`config.mk`:
```
export PLATFORM = sky130hd
export DESIGN_NAME = hub75_fb_writer
export DESIGN_NICKNAME = d
export VERILOG_FILES = /design/src/rtl/hub75_fbw_pkg.sv /design/src/rtl/hub75_fbw_addrgen.sv /design/src/rtl/hub75_fb_writer.sv
export SDC_FILE = /design/constraint.sdc
export NUM_CORES = 1
export LEC_CHECK = 0
export BUFFER_PORTS_ARGS = -buffer_cell sky130_fd_sc_hd__buf_2
export CORE_AREA = 2 2 75 77
export CTS_BUF_LIST = sky130_fd_sc_hd__clkbuf_4 sky130_fd_sc_hd__clkbuf_8
export CTS_CLUSTER_DIAMETER = 30
export DETAILED_ROUTE_END_ITERATION = 10
export DIE_AREA = 0 0 77 79
export PLACE_DENSITY_LB_ADDON = 0.2
export REMOVE_ABC_BUFFERS = 1
export SLEW_MARGIN = 20
export SYNTH_ARGS = -nofsm -noshare
export SYNTH_HDL_FRONTEND = slang
export SYNTH_HIERARCHICAL = 1
export SYNTH_SLANG_ARGS = --single-unit
```
`constraint.sdc`:
```
create_clock -name clk -period 2.5 [get_ports clk]
set_input_delay 0.125 -clock clk [delete_from_list [all_inputs] [get_ports clk]]
set_output_delay 0.125 -clock clk [all_outputs]
set_load 0.1 [all_outputs]
```
`src/rtl/hub75_fbw_pkg.sv`:
```
// hub75_fbw_pkg
//   Shared definitions for the HUB75 framebuffer writer.
//   - fbw_state_t   : writer FSM states (LOAD, STORE, FSWAP, FWAIT)
//   - fbw_line_w()  : width of the combined bank/row line counter
//   - fbw_last_line(): index of the last line in a frame
package hub75_fbw_pkg;

  typedef enum logic [1:0] {
    ST_LOAD  = 2'd0,
    ST_STORE = 2'd1,
    ST_FSWAP = 2'd2,
    ST_FWAIT = 2'd3
  } fbw_state_t;

  function automatic int unsigned fbw_line_w(input int unsigned n_banks,
                                             input int unsigned n_rows);
    return $clog2(n_banks) + $clog2(n_rows);
  endfunction

  function automatic int unsigned fbw_last_line(input int unsigned n_banks,
                                                input int unsigned n_rows);
    return n_banks * n_rows - 1;
  endfunction

endpackage

```
`src/rtl/hub75_fbw_addrgen.sv`:
```
// hub75_fbw_addrgen
//   Column and line counters for the framebuffer writer.
//   Ports:
//     clk, rst      : clock, asynchronous active-high reset
//     col_inc       : advance column (wraps to 0 after N_COLS-1)
//     line_inc      : advance line (wraps to 0 after the last line)
//     resync        : load col=1, line=0 (pixel being written at col 0)
//     col/bank/row  : current write position
//     last_col      : col == N_COLS-1
//     last_line     : line == N_BANKS*N_ROWS-1
//     at_origin     : line == 0 and col == 0
module hub75_fbw_addrgen
  import hub75_fbw_pkg::*;
#(
  parameter int unsigned N_BANKS     = 2,
  parameter int unsigned N_ROWS      = 32,
  parameter int unsigned N_COLS      = 64,
  parameter int unsigned LOG_N_BANKS = $clog2(N_BANKS),
  parameter int unsigned LOG_N_ROWS  = $clog2(N_ROWS),
  parameter int unsigned LOG_N_COLS  = $clog2(N_COLS)
) (
  input  logic                   clk,
  input  logic                   rst,
  input  logic                   col_inc,
  input  logic                   line_inc,
  input  logic                   resync,
  output logic [LOG_N_COLS-1:0]  col,
  output logic [LOG_N_BANKS-1:0] bank,
  output logic [LOG_N_ROWS-1:0]  row,
  output logic                   last_col,
  output logic                   last_line,
  output logic                   at_origin
);

  localparam int unsigned LINE_W = LOG_N_BANKS + LOG_N_ROWS;

  logic [LINE_W-1:0] line;

  // Power-of-two sizes: natural counter overflow provides the wrap.
  always_ff @(posedge clk or posedge rst) begin
    if (rst) begin
      col  <= '0;
      line <= '0;
    end else if (resync) begin
      col  <= LOG_N_COLS'(1);
      line <= '0;
    end else begin
      if (col_inc)
        col <= col + LOG_N_COLS'(1);
      if (line_inc)
        line <= line + LINE_W'(1);
    end
  end

  always_comb begin
    bank      = line[LINE_W-1 -: LOG_N_BANKS];
    row       = line[LOG_N_ROWS-1:0];
    last_col  = (col == '1);
    last_line = (line == LINE_W'(fbw_last_line(N_BANKS, N_ROWS)));
    at_origin = (col == '0) && (line == '0);
  end

endmodule

```
`src/rtl/hub75_fb_writer.sv`:
```
// hub75_fb_writer
//   Accepts a raster pixel stream (valid/ready + start-of-frame), writes it
//   into the framebuffer line buffer, issues row store/swap commands and a
//   frame swap request at end of frame.
//   Ports:
//     clk, rst                       : clock, asynchronous active-high reset
//     s_data/s_sof/s_valid/s_ready   : pixel stream input
//     fbw_bank_addr/fbw_row_addr     : destination of the current row store
//     fbw_row_store/fbw_row_swap     : one-cycle store + line buffer swap
//     fbw_row_rdy                    : framebuffer can accept a store
//     fbw_data/fbw_col_addr/fbw_wren : line buffer write port
//     frame_swap/frame_rdy           : frame swap request / no swap pending
//     stat_frame_done/stat_resync    : status pulses
module hub75_fb_writer
  import hub75_fbw_pkg::*;
#(
  parameter int unsigned N_BANKS     = 2,
  parameter int unsigned N_ROWS      = 32,
  parameter int unsigned N_COLS      = 64,
  parameter int unsigned BITDEPTH    = 24,
  parameter int unsigned LOG_N_BANKS = $clog2(N_BANKS),
  parameter int unsigned LOG_N_ROWS  = $clog2(N_ROWS),
  parameter int unsigned LOG_N_COLS  = $clog2(N_COLS)
) (
  input  logic                   clk,
  input  logic                   rst,
  input  logic [BITDEPTH-1:0]    s_data,
  input  logic                   s_sof,
  input  logic                   s_valid,
  output logic                   s_ready,
  output logic [LOG_N_BANKS-1:0] fbw_bank_addr,
  output logic [LOG_N_ROWS-1:0]  fbw_row_addr,
  output logic                   fbw_row_store,
  input  logic                   fbw_row_rdy,
  output logic                   fbw_row_swap,
  output logic [BITDEPTH-1:0]    fbw_data,
  output logic [LOG_N_COLS-1:0]  fbw_col_addr,
  output logic                   fbw_wren,
  output logic                   frame_swap,
  input  logic                   frame_rdy,
  output logic                   stat_frame_done,
  output logic                   stat_resync
);

  fbw_state_t state, state_nxt;

  logic [LOG_N_COLS-1:0]  col;
  logic [LOG_N_BANKS-1:0] bank;
  logic [LOG_N_ROWS-1:0]  row;
  logic                   last_col, last_line, at_origin;

  logic accept, resync, col_inc, store_fire, fswap_fire;

  hub75_fbw_addrgen #(
    .N_BANKS     (N_BANKS),
    .N_ROWS      (N_ROWS),
    .N_COLS      (N_COLS),
    .LOG_N_BANKS (LOG_N_BANKS),
    .LOG_N_ROWS  (LOG_N_ROWS),
    .LOG_N_COLS  (LOG_N_COLS)
  ) u_addrgen (
    .clk       (clk),
    .rst       (rst),
    .col_inc   (col_inc),
    .line_inc  (store_fire),
    .resync    (resync),
    .col       (col),
    .bank      (bank),
    .row       (row),
    .last_col  (last_col),
    .last_line (last_line),
    .at_origin (at_origin)
  );

  // State register
  always_ff @(posedge clk or posedge rst) begin
    if (rst)
      state <= ST_LOAD;
    else
      state <= state_nxt;
  end

  // Next-state logic
  always_comb begin
    state_nxt = state;
    unique case (state)
      ST_LOAD:  if (col_inc && last_col) state_nxt = ST_STORE;
      ST_STORE: if (fbw_row_rdy) state_nxt = last_line ? ST_FSWAP : ST_LOAD;
      ST_FSWAP: if (frame_rdy) state_nxt = ST_FWAIT;
      // frame_swap is still high in the first FWAIT cycle; frame_rdy is
      // only trusted from the cycle after the request pulse.
      ST_FWAIT: if (!frame_swap && frame_rdy) state_nxt = ST_LOAD;
      default:  state_nxt = ST_LOAD;
    endcase
  end

  // Output decode (s_ready combinational, the rest feed output registers)
  always_comb begin
    s_ready    = (state == ST_LOAD);
    accept     = s_valid && s_ready;
    resync     = accept && s_sof && !at_origin;
    col_inc    = accept && !resync;
    store_fire = (state == ST_STORE) && fbw_row_rdy;
    fswap_fire = (state == ST_FSWAP) && frame_rdy;
  end

  // Registered outputs
  always_ff @(posedge clk or posedge rst) begin
    if (rst) begin
      fbw_bank_addr   <= '0;
      fbw_row_addr    <= '0;
      fbw_row_store   <= 1'b0;
      fbw_row_swap    <= 1'b0;
      fbw_data        <= '0;
      fbw_col_addr    <= '0;
      fbw_wren        <= 1'b0;
      frame_swap      <= 1'b0;
      stat_frame_done <= 1'b0;
      stat_resync     <= 1'b0;
    end else begin
      fbw_wren        <= accept;
      fbw_row_store   <= store_fire;
      fbw_row_swap    <= store_fire;
      frame_swap      <= fswap_fire;
      stat_frame_done <= fswap_fire;
      stat_resync     <= resync;
      if (accept) begin
        fbw_data     <= s_data;
        fbw_col_addr <= resync ? '0 : col;
      end
      // Row address captured when the line completes, held until next store.
      if (col_inc && last_col) begin
        fbw_bank_addr <= bank;
        fbw_row_addr  <= row;
      end
    end
  end

endmodule

```
==> results by group <==
Power
  – Max rail drop VDD: 0.423 mV
  – Int Power: 1.42 mW
  – Sequential Power Share: 43.3%
  – Overall Power: 2.37 mW
  – Clock network power share: about a quarter
  – Sw Share: 40.2%
  – Lkg Pwr: 1.63 nW
  – NetSw: 0.951 mW
  – Power density over cell area: 811 mW/mm²
  – Logic pwr share: 31.6%

CTS
  – Hold-fix buffers, CTS: 4
  – CTS root buf: clkbuf_8
  – Register clock-pin slew on the reported worst setup and hold paths: 0.10 ns
  – Post_cts resized: 0
  – Postcts setup bufs: 0
  – Cts bufs inserted: 5
  – CTS tree: yes
  – Worst skew pair latency: 0.30 ns
  – Clock Sinks: 54
  – H-tree depth: 2
  – Clock Tree Buf Depth: 2

Logic synthesis
  – Synth area leader: dfrtp_1
  – Syn_area_per_cell: ~10 µm²
  – Synth area leaders: dfrtp_1 58%, nand2_1 15%, mux2_4 3.9%, nor2_1 2.3%, xor2_1 2.3%
  – Cell Area, Synth: 0.00231 mm²
  – Mapped Cells: 235
  – Asr flop ratio synth: 100%
  – Post-synth EDFFs: 0
  – Synth Register Bits: 54
  – Seq/Total Area, Yosys: 58.4%
  – Main synth FF type: dfrtp_1
  – Top-count cell post-synth: nand2_1
  – Synth cell types: 31
  – Share of the synthesized area in the top cell type: 58.4%
  – Most common library cells after synthesis: 90 x nand2_1, 54 x dfrtp_1, 14 x nor2_1, 10 x nand3_1, 7 x inv_1
  – Warnings, synthesis: 6

Routing
  – Via density: 4.68
  – DRT Wirelength: 4.92 mm
  – DRC errors left: 0
  – First-iteration detailed-routing DRC count: between 90 and 100
  – Per-cell routed wire length: around 13 µm
  – Antenna Nets Post-Route: 0
  – Via count: 1810
  – Number of iterations in the first detailed-routing pass: 4

Floorplan
  – Rows: 27
  – Die X: 77 µm
  – Die area: about 0.0061 mm²
  – I/O pin count: 73
  – Core outline area: 0.00534 mm²
  – Vert. Die Dim: 79 µm
  – Initial core utilization: 43.3%

Critical path
  – Worst r2r src: u_addrgen/line[0]$_DFFE_PP0P_
  – Startpoint types: flop
  – Critical Path, Cell by Cell: inv_1 -> ha_1 -> nor4b_1 -> and4b_1 -> nand2b_1 -> and2_1 -> nand3_1 -> or3_1 -> a21oi_1
  – Worst Path Class, Setup: reg -> reg
  – Critical path fanouts, max: 6
  – CP max stage cell: dfrtp_1
  – Worst Path Buf+Inv: 1
  – Critical path origin: u_addrgen/line[0]$_DFFE_PP0P_
  – WP data required: between 2 and 3 ns
  – Delay of the slowest critical-path stage: 0.45 ns
  – Crit-path leading delay family: simple AND/OR/NAND/NOR gates
  – Critical Path Sink Type: flop
  – Critical path data arrival time: 2.37 ns

Layout
  – Synthesis-to-finish area growth: 26.4%
  – Final #Nets: 348
  – Final instance area: roughly 0.003 mm²
  – # diodes: 0
  – Share of cells above drive strength 1: 30.5%

STA
  – Setup_tns: 0 ns
  – Clock Skew: 0.00608 ns
  – Worst slew pin tran: 0.673 ns
  – Slew Limit Fails: 0
  – Slew HR: about 55%
  – Final period util: 85.4%
  – Setup violators final: 0
  – RSZ-0062 raised after global routing: false
  – Final Hold Fails: 0
  – Shortest period the worst path allows: roughly 2.1 ns
  – F_max: roughly 0.47 GHz

Global route
  – M2 GR Usage: 26.1%
  – Initial antenna violation count: 0
  – Pin count of the biggest net entering global routing: 33
  – GRT Total Usage: around 17%
  – First-pass GRT wire length: 8.07 mm
  – Met3 usage: under 10%
  – GRT overflow: 0
  – Vias in the first global route: 1689
  – Met1 Track Usage GR: a little under a quarter
  – Most Crowded Layer GR: met2

Min path
  – HP Start: s_data[20]
  – HP Class: in -> reg

Placement
  – Final HPWL from detailed placement: 3.25 mm
  – Routability cong.: 0.855
  – IO buf count: approximately 70
  – Dpl cell area: 0.00274 mm²

Run status
  – Status: finished clean

Job
  – Maximum Capacitance Violations: 0
logic make-up after synthesis:
logic type	count (synthesis)	synth area share (%)
AOI/OAI and AO/OA	9	2.06
and+or+nand+nor	131	25.0
buffers and inverters	21	4.55
xor gates and xnor gates	8	3.03
DFF	54	58.4
muxes	8	4.76
adders and majority gates	4	2.16
registers in the layout (all words and copies together) (netlist names), 5 cells and up, named ones only:
register,count
u_addrgen/col,6
fbw_row_addr,5
u_addrgen/line,6
fbw_data,24
fbw_col_addr,6
layer usage:
| layer | part of all wire [%] | vias up |
|---|---|---|
| li1 | - | 900 |
| met1 | 48 | 833 |
| met2 | 44 | 71 |
| met3 | 6.1 | 6 |
| met4 | 1.1 | 0 |
| met5 | 0 | - |
metrics by stage:
stage          setup WS, ns  hold slack, ns  utilization, %  instances
6_report              0.365         0.00540            54.7        387
2_1_floorplan         0.160         -0.0103               -        222
3_3_place_gp          0.458           0.186            51.3        372
4_1_cts               0.355        0.000118            54.2        384
5_1_grt               0.115         0.00155            54.7        387
3_5_place_dp          0.387           0.187            51.3        372
layout make-up:
type                       instances  area (µm²)
sequential                        54        1350
inverter                           8        35.0
timing repair buffer              85         475
clock inverter                     2        37.5
multi-input combinational        160         856
tap                               72        90.1
fill                             514        2420
clock buffer                       6        76.3
placed cells by master (no fill, tap or decap), types with 2 or more instances in the layout:
master,count
nand2_1,90
buf_2,72
dfrtp_1,54
nor2_1,14
nand3_1,10
dlygate4sd3_1,7
mux2_4,6
inv_1,6
buf_4,6
xor2_1,6
o21ai_0,5
clkbuf_8,5
ha_1,4
a21oi_1,3
nand4_1,3
nand2b_1,2
or3_1,2
xnor2_1,2
mux2i_1,2
final timing paths:
kind | end | slack [ns] | cells after the start
worst max-delay path | u_addrgen/col[5]$_DFFE_PP0P_ | 0.37 | 9
min in group asynchronous | fbw_col_addr[4]$_DFFE_PP0N_ | 0.38 | 3
max in group asynchronous | fbw_wren$_DFF_PP0_ | 1.44 | 4
worst min register to register | fbw_col_addr[2]$_DFFE_PP0N_ | 0.47 | 2
worst min-delay path | fbw_data[20]$_DFFE_PP0N_ | 0.005 | 3
worst max register to register | u_addrgen/col[5]$_DFFE_PP0P_ | 0.37 | 9
power by group through the flow:
stage	combinational, mW	sequential, mW	clock, mW
2_1_floorplan	0.174	1.45	0
3_3_place_gp	0.741	1.04	0
3_5_place_dp	0.744	1.04	0
4_1_cts	0.751	1.03	0.614
5_1_grt	0.798	1.04	0.658
6_report	0.749	1.03	0.593
tightest hold or removal path, stage by stage:
cell and delay [ns]:
buf_2 0.07, nand2_1 0.04, nand2_1 0.05
No activity file was read; power rests on OpenSTA's default activity.
